===== src/rtl/tan_batch_driver_pkg.sv =====
// Shared definitions for the tan batch driver and the accelerator controller:
// FSM state encoding and default widths/limits.
package tan_batch_driver_pkg;

  localparam int DATA_W_DEF     = 16;
  localparam int DEPTH_LOG2_DEF = 3;
  localparam int TMO_CYC_DEF    = 255;

  typedef enum logic [2:0] {
    ST_IDLE,
    ST_FETCH,
    ST_ARM,
    ST_PULSE,
    ST_WAIT,
    ST_STORE,
    ST_DONE
  } state_e;

  // States in which an accelerator operation is in flight and time is charged.
  function automatic logic in_op_window(input state_e s);
    return (s == ST_ARM) || (s == ST_PULSE) || (s == ST_WAIT);
  endfunction

endpackage


===== src/rtl/tan_batch_driver_tmo_counter.sv =====
// Per-operation watchdog: counts enabled cycles since the last clear and
// flags the cycle in which the LIMIT-th enabled cycle is being spent.
module tmo_counter #(
  parameter int LIMIT = 255
) (
  input  logic clk,
  input  logic rst,
  input  logic clear,
  input  logic enable,
  output logic expired
);

  localparam int W = $clog2(LIMIT + 1);

  logic [W-1:0] cnt_q, cnt_d;

  assign expired = enable && (cnt_q == W'(LIMIT - 1));

  always_comb begin
    cnt_d = cnt_q;
    if (clear) begin
      cnt_d = '0;
    end else if (enable && !expired) begin
      cnt_d = cnt_q + W'(1);
    end
  end

  always_ff @(posedge clk) begin
    if (rst) begin
      cnt_q <= '0;
    end else begin
      cnt_q <= cnt_d;
    end
  end

endmodule


===== src/rtl/tan_batch_driver.sv =====
// Batch driver: streams operands from a buffer through a start/busy
// accelerator handshake and writes each result back, with a per-operand timeout.
module tan_batch_driver
  import tan_batch_driver_pkg::*;
#(
  parameter int DATA_W     = DATA_W_DEF,
  parameter int DEPTH_LOG2 = DEPTH_LOG2_DEF,
  parameter int TMO_CYC    = TMO_CYC_DEF
) (
  input  logic                  clk,
  input  logic                  rst,
  input  logic                  go,
  input  logic [DEPTH_LOG2:0]   count,
  output logic [DEPTH_LOG2-1:0] x_rd_addr,
  input  logic [DATA_W-1:0]     x_rd_data,
  output logic [DATA_W-1:0]     acc_x,
  output logic                  acc_start,
  input  logic                  acc_ready,
  input  logic                  acc_busy,
  input  logic [DATA_W-1:0]     acc_result,
  output logic                  res_we,
  output logic [DEPTH_LOG2-1:0] res_addr,
  output logic [DATA_W-1:0]     res_data,
  output logic                  batch_busy,
  output logic                  done,
  output logic                  tmo_err
);

  localparam int CNT_W = DEPTH_LOG2 + 1;
  localparam logic [CNT_W-1:0] MAX_CNT = CNT_W'(1 << DEPTH_LOG2);

  function automatic logic [CNT_W-1:0] sat_count(input logic [CNT_W-1:0] c);
    return (c > MAX_CNT) ? MAX_CNT : c;
  endfunction

  state_e                state_q, state_d;
  logic [CNT_W-1:0]      idx_q, idx_d;
  logic [CNT_W-1:0]      cnt_q, cnt_d;
  logic                  arm_first_q, arm_first_d;
  logic [DEPTH_LOG2-1:0] x_rd_addr_q, x_rd_addr_d;
  logic [DATA_W-1:0]     acc_x_q, acc_x_d;
  logic                  acc_start_q, acc_start_d;
  logic                  res_we_q, res_we_d;
  logic [DEPTH_LOG2-1:0] res_addr_q, res_addr_d;
  logic [DATA_W-1:0]     res_data_q, res_data_d;
  logic                  busy_q, busy_d;
  logic                  done_q, done_d;
  logic                  tmo_err_q, tmo_err_d;
  logic                  tmo_expired;

  tmo_counter #(
    .LIMIT(TMO_CYC)
  ) u_tmo (
    .clk    (clk),
    .rst    (rst),
    .clear  (state_q == ST_FETCH),
    .enable (in_op_window(state_q)),
    .expired(tmo_expired)
  );

  always_comb begin
    state_d     = state_q;
    idx_d       = idx_q;
    cnt_d       = cnt_q;
    arm_first_d = 1'b0;
    acc_x_d     = acc_x_q;
    res_addr_d  = res_addr_q;
    res_data_d  = res_data_q;
    tmo_err_d   = tmo_err_q;

    case (state_q)
      ST_IDLE: begin
        if (go) begin
          cnt_d     = sat_count(count);
          idx_d     = '0;
          tmo_err_d = 1'b0;
          state_d   = (sat_count(count) == '0) ? ST_DONE : ST_FETCH;
        end
      end
      ST_FETCH: begin
        state_d     = ST_ARM;
        arm_first_d = 1'b1;
      end
      ST_ARM: begin
        // Read data from the FETCH address is valid only in the first ARM cycle.
        if (arm_first_q) acc_x_d = x_rd_data;
        if (tmo_expired) begin
          tmo_err_d = 1'b1;
          state_d   = ST_DONE;
        end else if (acc_ready) begin
          state_d = ST_PULSE;
        end
      end
      ST_PULSE: begin
        if (tmo_expired) begin
          tmo_err_d = 1'b1;
          state_d   = ST_DONE;
        end else if (acc_busy) begin
          state_d = ST_WAIT;
        end
      end
      ST_WAIT: begin
        if (tmo_expired) begin
          tmo_err_d = 1'b1;
          state_d   = ST_DONE;
        end else if (!acc_busy) begin
          res_addr_d = idx_q[DEPTH_LOG2-1:0];
          res_data_d = acc_result;
          idx_d      = idx_q + CNT_W'(1);
          state_d    = ST_STORE;
        end
      end
      ST_STORE: state_d = (idx_q == cnt_q) ? ST_DONE : ST_FETCH;
      ST_DONE:  state_d = ST_IDLE;
      default:  state_d = ST_IDLE;
    endcase

    // Outputs are registered from the next state so they align with it.
    x_rd_addr_d = (state_d == ST_FETCH) ? idx_d[DEPTH_LOG2-1:0] : x_rd_addr_q;
    acc_start_d = (state_d == ST_PULSE);
    res_we_d    = (state_d == ST_STORE);
    busy_d      = (state_d != ST_IDLE) && (state_d != ST_DONE);
    done_d      = (state_d == ST_DONE);
  end

  always_ff @(posedge clk) begin
    if (rst) begin
      state_q     <= ST_IDLE;
      idx_q       <= '0;
      cnt_q       <= '0;
      arm_first_q <= 1'b0;
      x_rd_addr_q <= '0;
      acc_x_q     <= '0;
      acc_start_q <= 1'b0;
      res_we_q    <= 1'b0;
      res_addr_q  <= '0;
      res_data_q  <= '0;
      busy_q      <= 1'b0;
      done_q      <= 1'b0;
      tmo_err_q   <= 1'b0;
    end else begin
      state_q     <= state_d;
      idx_q       <= idx_d;
      cnt_q       <= cnt_d;
      arm_first_q <= arm_first_d;
      x_rd_addr_q <= x_rd_addr_d;
      acc_x_q     <= acc_x_d;
      acc_start_q <= acc_start_d;
      res_we_q    <= res_we_d;
      res_addr_q  <= res_addr_d;
      res_data_q  <= res_data_d;
      busy_q      <= busy_d;
      done_q      <= done_d;
      tmo_err_q   <= tmo_err_d;
    end
  end

  assign x_rd_addr  = x_rd_addr_q;
  assign acc_x      = acc_x_q;
  assign acc_start  = acc_start_q;
  assign res_we     = res_we_q;
  assign res_addr   = res_addr_q;
  assign res_data   = res_data_q;
  assign batch_busy = busy_q;
  assign done       = done_q;
  assign tmo_err    = tmo_err_q;

endmodule


===== config.mk =====
export PLATFORM = sky130hd
export DESIGN_NAME = tan_batch_driver
export DESIGN_NICKNAME = d
export VERILOG_FILES = /design/src/rtl/tan_batch_driver_pkg.sv /design/src/rtl/tan_batch_driver_tmo_counter.sv /design/src/rtl/tan_batch_driver.sv
export SDC_FILE = /design/constraint.sdc
export NUM_CORES = 1
export LEC_CHECK = 0
export BUFFER_PORTS_ARGS = -buffer_cell sky130_fd_sc_hd__buf_2
export CORE_MARGIN = 10
export CORE_UTILIZATION = 45
export CTS_CLUSTER_SIZE = 24
export DETAILED_ROUTE_END_ITERATION = 10
export PLACE_DENSITY = 0.86
export SKIP_CTS_REPAIR_TIMING = 1
export SLEW_MARGIN = 0
export SYNTH_ARGS = -nofsm -noshare
export SYNTH_HDL_FRONTEND = slang
export SYNTH_SLANG_ARGS = --single-unit

===== constraint.sdc =====
create_clock -name clk -period 1.7 [get_ports clk]
set_input_delay 0.17 -clock clk [delete_from_list [all_inputs] [get_ports clk]]
set_output_delay 0.17 -clock clk [all_outputs]
set_load 0.02 [all_outputs]

## Yosys cells after proc, flatten, opt, wreduce, memory -nomap -nowiden

Index checks and enable logic that the tools add are counted.
Widths: inputs -> output; s select.

- Output and inout port bits: 43
- Logic and storage cells: 73
- Input bits: 41
- Flip-flop bits (word level): 63

- Muxes and demuxes: 19
- Equal/unequal tests: 16
- Reductions and logical operators: 18
- Add/sub/neg operators: 2
- Magnitude comparators: 1
- Bitwise operators: 2

Operators by type and width:

| operator | number |
|---|---|
| $mux 3 | 9 |
| $pmux 3 s6 | 1 |
| $mux 4 | 4 |
| $eq 3x3->1 const B | 4 |
| $eq 3x2->1 const B | 3 |
| $add 8x1->8 const B | 1 |
| $eq 8x8->1 const B | 1 |
| $pmux 4 s2 | 1 |
| $eq 3x1->1 const B | 2 |
| $ne 2x2->1 const B | 3 |
| $reduce_and 3->1 | 2 |
| $add 4x1->4 const B | 1 |
| $eq 4x4->1 | 1 |
| $gt 4x4->1 const B | 1 |
| $logic_not 4->1 | 1 |
| $reduce_and 2->1 | 2 |
| $reduce_and 4->1 | 1 |
| $reduce_bool 2->1 | 2 |
| $logic_and 1x1->1 | 3 |
| $logic_not 3->1 | 1 |
| $mux 1 | 3 |
| $ne 3x3->1 const B | 1 |
| $reduce_bool 3->1 | 1 |
| $reduce_or 3->1 | 1 |
| 6 further kinds | 8 |

## Depth between registers and ports, before layout

Gate-level depths: netlist of the first run.

- Depth in word-level cells: 8
- Depth in mapped cells: 8
- Mapped depth without buffers: 7

## Modules after synthesis

Synthesis of the first run repeated with hierarchy kept, for this count alone.

- Cells, all modules: 314
- Area total of the unflattened synthesis: 2,643.8 µm²

By module, submodules not included:

| module | sequential area each (µm²) | instances | area an instance (µm²) | cells each |
|---|---|---|---|---|
| tan_batch_driver | 1,101.1 | 1 | 2,188.3 | 263 |
| tmo_counter | 160.2 | 1 | 455.4 | 51 |

## Worst setup path after synthesis of the first run

No wires, ideal clock.

- Path kind: reg2reg
- Start point: register state_q[1]
- End point: register x_rd_addr_q[0], in the netlist x_rd_addr[0]
- Clock period less this slack: 1.734 ns
- Slack: -0.034 ns
- Library setup time: 0.115 ns
- Required time: 1.585 ns
- Buffers on the path: 2
- Arrival time: 1.619 ns
- Stages on the path, launching flop included: 7
- Path through: dfxtp_1 -> buf_6 -> or4b_4 -> buf_6 -> o22a_1 -> and3_1 -> a31o_1

- Cells in the longest elaborated chain, start to end: 7
- Elaborated cells between the ends (all ways): 20
- Those cells by class: 6 x eq/ne; 10 x mux; 4 x reduce/logical

RTL lines:

| what | RTL line | text |
|---|---|---|
| from (decl) | tan_batch_driver.sv:36 | `state_e state_q, state_d;` |
| from (signal assigned) | tan_batch_driver.sv:142 | `state_q <= state_d;` |
| $eq 3x2->1 | tan_batch_driver_pkg.sv:21, tan_batch_driver.sv:71 |  |
| $logic_or 1x1->1 (2 in a row) | tan_batch_driver_pkg.sv:21 | `return (s == ST_ARM) \|\| (s == ST_PULSE) \|\| (s == ST_WAIT);` |
| $logic_and 1x1->1 | tan_batch_driver_tmo_counter.sv:17 | `assign expired = enable && (cnt_q == W'(LIMIT - 1));` |
| $mux 3, on equally long branches | tan_batch_driver.sv:103, tan_batch_driver.sv:87, tan_batch_driver.sv:95 |  |
| $pmux 3 s6 | tan_batch_driver.sv:71 | `case (state_q)` |
| $eq 3x1->1 | tan_batch_driver.sv:119 | `x_rd_addr_d = (state_d == ST_FETCH) ? idx_d[DEPTH_LOG2-1:0] : x_rd_addr_q;` |
| to (signal assigned) | tan_batch_driver.sv:146 | `x_rd_addr_q <= x_rd_addr_d;` |
| to (decl) | tan_batch_driver.sv:40 | `logic [DEPTH_LOG2-1:0] x_rd_addr_q, x_rd_addr_d;` |

Several ways; a longest one is shown, not always the timed one. The select of a mux whose other input is x is not followed.
A chain may end at the register's enable or synchronous reset.

## Worst setup path in the final report of the first run

- Start point: register u_tmo.cnt_q[0]
- End point: register x_rd_addr_q[2], in the netlist x_rd_addr[2]

- Cells in the longest elaborated chain, start to end: 5
- Elaborated cells between the ends (all ways): 9
- Those cells by class: 2 x eq/ne; 6 x mux; 1 x reduce/logical

RTL lines:

| what | RTL line | text |
|---|---|---|
| from (decl) | tan_batch_driver_tmo_counter.sv:15 | `logic [W-1:0] cnt_q, cnt_d;` |
| from (signal assigned) | tan_batch_driver_tmo_counter.sv:32 | `cnt_q <= cnt_d;` |
| $eq 8x8->1 * | tan_batch_driver_tmo_counter.sv:17 |  |
| $logic_and 1x1->1 * | tan_batch_driver_tmo_counter.sv:17 |  |
| $mux 3, on equally long branches | tan_batch_driver.sv:103, tan_batch_driver.sv:87, tan_batch_driver.sv:95 |  |
| $pmux 3 s6 | tan_batch_driver.sv:71 |  |
| $eq 3x1->1 | tan_batch_driver.sv:119 |  |

Every way passes the cells marked *; elsewhere a longest branch is shown, timed or not. The select of a mux whose other input is x is not followed.

==> results of run 1 <==
[layout make-up]
type                    instances  area share [%]
repair buffers                114            18.5
flip-flops and latches         63            36.2
multi-input cells             233            36.6
inverters                       4           0.429
well taps                      72            2.57
clock inverters                 3            1.21
clock buffers                  12            4.43
[sequential cells by signal, indices dropped and copies added (netlist names)]
register,cells
acc_x,16
res_data,16
u_tmo.cnt_q,8
cnt_q,4
idx_q,4
res_addr,3
state_q,3
x_rd_addr,3
acc_start,1
arm_first_q,1
batch_busy,1
done,1
res_we,1
tmo_err,1
[path summary, 6_finish.rpt]
| path | to | slack (ns) | cells past startpoint |
|---|---|---|---|
| max | x_rd_addr[2] | -0.009 | 7 |
| max reg2reg | x_rd_addr[2] | -0.009 | 7 |
| min reg2reg | res_data[15] | 0.45 | 2 |
| min | acc_x[6] | 0.07 | 3 |
[critical path, cell delays in order, from the launching register on]
cell and delay, ns:
dfxtp_2 0.33, inv_2 0.06, ha_4 0.12, and3_4 0.21, o211ai_1 0.18, buf_4 0.19
a211o_1 0.30, o31ai_1 0.22
[synthesized netlist by cell type, drive strengths merged (4+ instances only)]
| master | n | area share, % |
|---|---|---|
| nor3b | 5 | 1.6 |
| o21ai | 6 | 1.2 |
| xor2 | 7 | 2.4 |
| dfxtp | 63 | 48 |
| nand2 | 84 | 12 |
| inv | 4 | 0.58 |
| nand3 | 4 | 0.77 |
| a21oi | 50 | 9.6 |
| clkbuf | 12 | 1.7 |
| nor2 | 18 | 2.6 |
| buf | 7 | 1.8 |
| nor3 | 7 | 1.3 |
[metal layers]
metal  vias up  track usage (%)  wire [microns]
met5         -                0               0
met4         0             8.97              71
met3         7             4.20             691
met2        94             24.6            3570
met1      1184             16.2            2940
li1       1289                -               -
[power breakdown]
group | internal (mW) | switching [mW]
Clock | 0.747 | 0.541
Sequential | 1.52 | 0.0390
Combinational | 0.194 | 0.239
Total | 2.46 | 0.819
[cell families (layout without fill, tap and decap cells)]
group / after synthesis / count (layout) / share of synthesized area [%]
simple gates: 142 / 142 / 24.8
compound gates: 75 / 75 / 16.6
flops: 63 / 63 / 48.5
buf+inv: 23 / 133 / 4.14
xor+xnor: 10 / 10 / 3.37
fa+ha+maj: 3 / 3 / 1.44
mux: 3 / 3 / 1.15
[per-stage QoR]
step                hold WS (ns)  total power, mW  std cells
finish                    0.0731             3.28        501
global route              0.0627             3.43        501
CTS                       0.0520             3.29        495
detailed placement         0.416             2.00        480
global placement           0.411             1.99        480
floorplan                  0.306             1.83        319
==> qor.yml, run 1 <==
min_period_ns: 1.71
layout_commonest_cell: "nand2_1"
grt_first_pass_wirelength_mm: 10.8
dr.pass1.iters: 4
yosysSeqAreaShare_pct: 48.5
synth-seq-cells: 63
syn_inst: 319
fmax_ghz: 0.585
drive_gt1_share_pct: 34.0
final_cell_mix: "nand2_1, buf_2, dfxtp_1"
worstPathArrival_ns: 1.95
nets: 469
tightestPinTransition_ns: 0.523
die_y_microns: 96.0
worstReg2RegStart: "u_tmo.cnt_q[0]"
startpoint_type: "register"
ir_drop_mv: 0.529
place_congestion: 0.911
drt_drc_violations_left: 0
relSlewSlack_pct: 65.1
ys_types: 47
grt_overflow: 0
hpwl_mm: 5.21
synthToLayoutAreaGrowth_pct: 34.6
multi_input_area_sq_mm: 0.00128
dpl_cell_area_sq_mm: 0.00321
hp-class: "input pin to register"
slew_violations: 0
yosys_warnings: 0
nFillCells: 466
cts.sinks: 63
ant_nets: 0
synth_area_sq_mm: 0.00260
cts_tree: "built"
diodes: 0
max_cap_violations: 0
die-area_sq_mm: 0.00922
post-route-util_pct: 62.8
num_io_pins: 84
clk_latency_ns: 0.33
worstPathRequired_ns: 1.94
worstHoldStart: "x_rd_data[6]"
hold_viol: 0
crit_start: "u_tmo.cnt_q[0]"
vias: 2574
vias_per_cell: 5.14
worst_slack_ns: -0.00912
grt_pass1_vias: 2400
critical_path_class: "register to register"
cp_max_fo: 5
max-clock-path-buffers: 2
power_density_mw_per_mm2: 937
start_util_pct: 46.7
setup_violations: 1
violations: "negative setup slack"
syn_area_per_cell_sq_um: 8.15
skew_ns: 0.00667
avgRoutedWirePerCell_microns: 14.5
totalWireLength_mm: 7.27
synth_nets: 363
end_kind: "register"
status: "complete, but fails checks"
num_rows: 27
dpl_worst_slack_ns: 0.00762
clk_transition_reported_paths_ns: 0.07
async_flop_share_pct: 0
core-area_sq_mm: 0.00557
die_w_microns: 96.0
grt_use_total_pct: 14.7
cts_inserted_buffers: 9
grt_setup_unrepaired: "yes"
drt_iter0_drc: 147
p_leak_nw: 1.51
final-seq-area_sq_mm: 0.00127
antenna_found_initial: 0
port_buffers: 83
fin_tns_setup_ns: -0.00912
grt_start_max_net_pins: 53
synth-edff-count: 0
stdcell_area_sq_mm: 0.00350
ys.flop_type: "dfxtp_1"
htreeDepth: 3
root_buffer: "clkbuf_8"
period_share_pct: 101
Power figures use the tool's default switching activity.
==> run 2: changes to the inputs <==
Settings changed: BUFFER_PORTS_ARGS -buffer_cell sky130_fd_sc_hd__buf_2 to not set, CORE_UTILIZATION 45 to 56, DONT_BUFFER_PORTS set to 1, PLACE_DENSITY 0.86 to 0.74.
==> run 2 against run 1 <==
Effect of this change: the flow still finishes with violations (negative setup slack); hold slack got worse by 0.0099 ns; sequential share of layout area rose by 0.35 points; die area fell by 16%; total power rose by 8.3%; count of clock-buffer cells in the layout rose by 2; critical path type unchanged; critical endpoint unchanged.
==> qor.yml, run 2 (same netlist as run 1, synthesis figures left out) <==
ir_drop_mv: 0.793  # +50%
grt_start_max_net_pins: 54  # +1.9%
dpl_cell_area_sq_mm: 0.00276  # -14%
vias: 2488  # -3.3%
drive_gt1_share_pct: 17.8  # -16 points
min_to: "cnt_q[1]"
tightestPinTransition_ns: 0.308  # -0.215 ns
port_buffers: 0  # -100%
grt_overflow: 0  # unchanged
p_leak_nw: 1.30  # -14%
clk_transition_reported_paths_ns: 0.06  # about the same
hpwl_mm: 4.60  # -12%
num_rows: 24  # -11%
htreeDepth: 3  # unchanged
ant_nets: 0  # unchanged
stdcell_area_sq_mm: 0.00348  # -0.75%
cts_tree: "built"
violations: "negative setup slack"
diodes: 0  # unchanged
hold_viol: 0  # unchanged
root_buffer: "clkbuf_8"
max-clock-path-buffers: 2  # unchanged
drt_iter0_drc: 200  # +36%
num_io_pins: 84  # unchanged
relSlewSlack_pct: 79.3  # +14 points
worst_slack_ns: -0.0245  # -0.0153 ns
startpoint_type: "register"
grt_setup_unrepaired: "yes"
hold_depth: 3  # unchanged
power_density_mw_per_mm2: 1020  # +9.1%
setup_violations: 2  # +1
clk_latency_ns: 0.34  # about the same
dpl_worst_slack_ns: 0.00454  # -0.00308 ns
fmax_ghz: 0.580  # -0.89%
core-area_sq_mm: 0.00441  # -21%
totalWireLength_mm: 7.92  # +9.0%
layout_commonest_cell: "nand2_1"
cp_max_fo: 4  # -1
drt_drc_violations_left: 0  # unchanged
grt_use_total_pct: 16.9  # +2.1 points
rrSetupSlack_ns: -0.02  # -0.02 ns
hp-class: "input pin to register"
die_y_microns: 88.2  # -8.2%
die-area_sq_mm: 0.00777  # -16%
vias_per_cell: 5.73  # +12%
critPathSlowestCell: "dfxtp_4"
worstPathRequired_ns: 1.95  # about the same
avgRoutedWirePerCell_microns: 18.3  # +26%
end_kind: "register"
nFillCells: 283  # -39%
critical_path_class: "register to register"
die_w_microns: 88.2  # -8.2%
nets: 421  # -10%
min_period_ns: 1.72  # +0.0153 ns
cpLargestDelayFamily: "compound AO/OA/AOI/OAI gates"
worstPathArrival_ns: 1.98  # +0.03 ns
final_cell_mix: "nand2_1, dfxtp_1, a21oi_1"
rr_endpoint: "x_rd_addr[2]"
cts.sinks: 63  # unchanged
worst_path_largest_cell_delay_ns: 0.36  # +0.03 ns
synthToLayoutAreaGrowth_pct: 33.6
grt_pass1_vias: 2112  # -12%
cts_inserted_buffers: 9  # unchanged
skew_ns: 0.00686  # +0.000192 ns
critPathBufInv: 1  # -1
antenna_found_initial: 0  # unchanged
max_cap_violations: 0  # unchanged
period_share_pct: 101  # +0.90 points
dr.pass1.iters: 5  # +1
worstReg2RegStart: "state_q[2]"
slew_violations: 0  # unchanged
status: "complete, but fails checks"
design_power_total_mw: 3.55  # +8.3%
reg2regPathDepth: 6  # -1
place_congestion: 0.869  # -4.6%
start_util_pct: 58.9  # +12 points
worstHoldStart: "count[3]"
cp_cell_sequence: "nor3b_2 -> buf_4 -> o211ai_1 -> a31oi_1 -> a211o_1 -> o31ai_1"
post-route-util_pct: 78.7  # +16 points
grt_first_pass_wirelength_mm: 10.5  # -2.9%
## run 2: changes by cell type in the layout (fill, tap and decap cells not counted), moves of 2 or more
cell and delta:
dlygate4sd3_1 +33, clkbuf_8 +2, nor2_1 -2, nor2_2 +2
buf_2 -83
## run 2: per-stage QoR
stage,TNS (ns),hold WS [ns],std cells
3_5_place_dp,0,0.248,376
4_1_cts,-0.0297,-0.115,392
3_3_place_gp,0,0.245,376
2_1_floorplan,-0.0190,0.306,319
6_report,-0.0362,0.0633,434
5_1_grt,-0.299,0.0598,434
## run 2: per-layer routing
| metal | routed length, microns | up-vias | track usage (%) |
|---|---|---|---|
| met5 | 0 | - | 0 |
| met2 | 3730 | 124 | 24.4 |
| met4 | 179 | 0 | 9.42 |
| li1 | - | 1203 | - |
| met1 | 3080 | 1144 | 20.5 |
| met3 | 939 | 17 | 7.34 |
## run 2: worst max-delay path by stage
stage               startpoint      endpoint  slack [ns]  cells after the start
floorplan           state_q[1]  x_rd_addr[0]       -0.02                      6
global placement    state_q[1]  x_rd_addr[0]        0.07                      4
detailed placement  state_q[1]  x_rd_addr[2]       0.005                      6
CTS                 state_q[1]  x_rd_addr[2]       -0.03                      6
global route        state_q[2]  x_rd_addr[2]       -0.08                      6
finish              state_q[2]  x_rd_addr[2]       -0.02                      6
## run 2: layout make-up
type                    count  area [sq um]  share of cell area [%]
clock inverters             2          60.1                    1.73
multi-input cells         233          1290                    37.0
flip-flops and latches     63          1270                    36.6
clock buffers              14           183                    5.26
repair buffers             66           594                    17.1
well taps                  52          65.1                    1.87
inverters                   4          15.0                   0.432
## run 2: worst reg2reg max path, delay by kind of cell (launching register included)
family,cells,cell delay [ns]
buf+inv,1,0.15
flops,1,0.36
simple gates,1,0.15
compound gates,4,0.98
## run 2: power by group
group / switching, mW / internal [mW] / total [mW]
Sequential: 0.0616 / 1.52 / 1.58
Combinational: 0.219 / 0.213 / 0.432
Clock: 0.552 / 0.987 / 1.54
==> run 3: changes to the inputs <==
Settings changed: CORE_UTILIZATION 56 to 60, PLACE_DENSITY 0.74 to 0.76.
Clock period 1.7 ns to 1.8 ns, I/O delays scaled along.
==> run 3 against run 2 <==
Effect of this change: the run ends with negative hold slack left; total power is 13% lower; cell count is 3.9% lower; global-route usage is 0.26 points lower; flip-flop and latch count stayed put; first-iteration DRC count is 43% lower; critical path depth stayed put; core utilization is 1.4 points higher; clock skew hardly changed; non-clock buffer count is 14 lower; via count is 3.2% lower; cell area is 5.8% lower; critical endpoint is now batch_busy; largest cell class is now sequential cells; highest routed layer unchanged.
==> qor.yml, run 3 (same netlist as run 1, synthesis figures left out) <==
end_kind: "register"
htreeDepth: 3  # unchanged
p_leak_nw: 1.21  # -7.5%
max-clock-path-buffers: 2  # unchanged
root_buffer: "clkbuf_8"
nets: 407  # -3.3%
num_rows: 23  # -4.2%
max_cap_violations: 0  # unchanged
die_w_microns: 85.8  # -2.6%
diodes: 0  # unchanged
cp_max_fo: 7  # +3
vias: 2408  # -3.2%
finalNonFillerCells: 417  # -3.9%
antenna_found_initial: 0  # unchanged
die-area_sq_mm: 0.00737  # -5.2%
grt_start_max_net_pins: 54  # unchanged
cts_inserted_buffers: 9  # unchanged
totalWireLength_mm: 6.99  # -12%
place_congestion: 0.849  # -2.3%
grt_use_total_pct: 16.6  # -0.26 points
grt_pass1_vias: 2170  # +2.7%
cts.sinks: 63  # unchanged
die_y_microns: 85.8  # -2.6%
ir_drop_mv: 0.664  # -16%
drt_iter0_drc: 114  # -43%
clk_latency_ns: 0.35  # about the same
relSlewSlack_pct: 70.1  # -9.2 points
worstPathArrival_ns: 1.90  # -0.08 ns
multi_input_area_sq_mm: 0.00125  # -2.9%
post-route-util_pct: 80.1  # +1.4 points
critical_path_class: "register to register"
core-area_sq_mm: 0.00409  # -7.4%
min_period_ns: 1.68  # -0.0399 ns
grt_overflow: 0  # unchanged
drive_gt1_share_pct: 12.3  # -5.5 points
port_buffers: 0  # unchanged
hpwl_mm: 4.48  # -2.5%
avgRoutedWirePerCell_microns: 16.8  # -8.2%
tightestPinTransition_ns: 0.447  # +0.140 ns
cts_tree: "built"
violations: "negative hold slack"
final-seq-area_sq_mm: 0.00126  # -0.59%
status: "complete, but fails checks"
slew_violations: 0  # unchanged
layout_commonest_cell: "nand2_1"
startpoint_type: "register"
vias_per_cell: 5.77  # +0.73%
power_density_mw_per_mm2: 939  # -8.1%
final_cell_mix: "nand2_1, dfxtp_1, a21oi_1"
worstPathRequired_ns: 2.01  # +0.06 ns
hold_viol: 3  # +3
setup_violations: 0  # -2
hp-class: "input pin to register"
num_io_pins: 84  # unchanged
clk_transition_reported_paths_ns: 0.06  # about the same
dr.pass1.iters: 4  # -1
period_share_pct: 93.6  # -7.8 points
nFillCells: 264  # -6.7%
grt_first_pass_wirelength_mm: 9.95  # -5.3%
synthToLayoutAreaGrowth_pct: 25.9
ant_nets: 0  # unchanged
start_util_pct: 63.7  # +4.7 points
whs_ns: -0.0266  # -0.0899 ns
drt_drc_violations_left: 0  # unchanged
fmax_ghz: 0.594  # +2.4%
dp.cells: 370  # -1.6%
skew_ns: 0.00647  # -0.000395 ns
==> run 3: worst paths after layout <==
path,slack [ns],depth (start not counted),end,startpoint
worst min-delay path,-0.03,2,res_data[6],acc_result[6]
worst max-delay path,0.12,6,batch_busy,idx_q[0]
worst max register to register,0.12,6,batch_busy,idx_q[0]
worst min register to register,0.48,2,cnt_q[3],cnt_q[3]
==> run 3: area by class of cell <==
type                    instances  area share, %
well taps                      50           1.91
inverters                       4          0.459
clock inverters                 3           1.30
clock buffers                  12           4.74
flip-flops and latches         63           38.6
repair buffers                 52           14.8
multi-input cells             233           38.2
==> run 3: power breakdown <==
part / leakage (nW) / switching (mW) / internal, mW
Sequential: 0.510 / 0.0593 / 1.44
Combinational: 0.598 / 0.181 / 0.180
Clock: 0.0985 / 0.515 / 0.705
Total: 1.21 / 0.755 / 2.32
==> run 3: worst max-delay path, stage by stage (launching register included) <==
cell and delay, ns:
dfxtp_1 0.46, xor2_1 0.10, nor4_1 0.28, buf_4 0.17
o22ai_2 0.06, a21oi_1 0.33, a31oi_1 0.13
==> run 3: layer usage <==
metal  part of all wire, %  track usage (%)  wire length [microns]
met2                    51             27.6                   3540
met5                     0                0                      0
met3                    11             7.76                    749
met1                    36             16.8                   2520
met4                   2.7             9.73                    186
==> run 3: through the flow <==
stage,setup TNS [ns],power [mW],worst slack (ns),instance area (sq um)
2_1_floorplan,0,1.73,0.0658,2600
3_3_place_gp,0,1.80,0.153,2730
3_5_place_dp,0,1.80,0.138,2730
4_1_cts,0,3.01,0.109,2920
5_1_grt,-0.00231,3.19,-0.00231,3270
6_report,0,3.08,0.115,3270
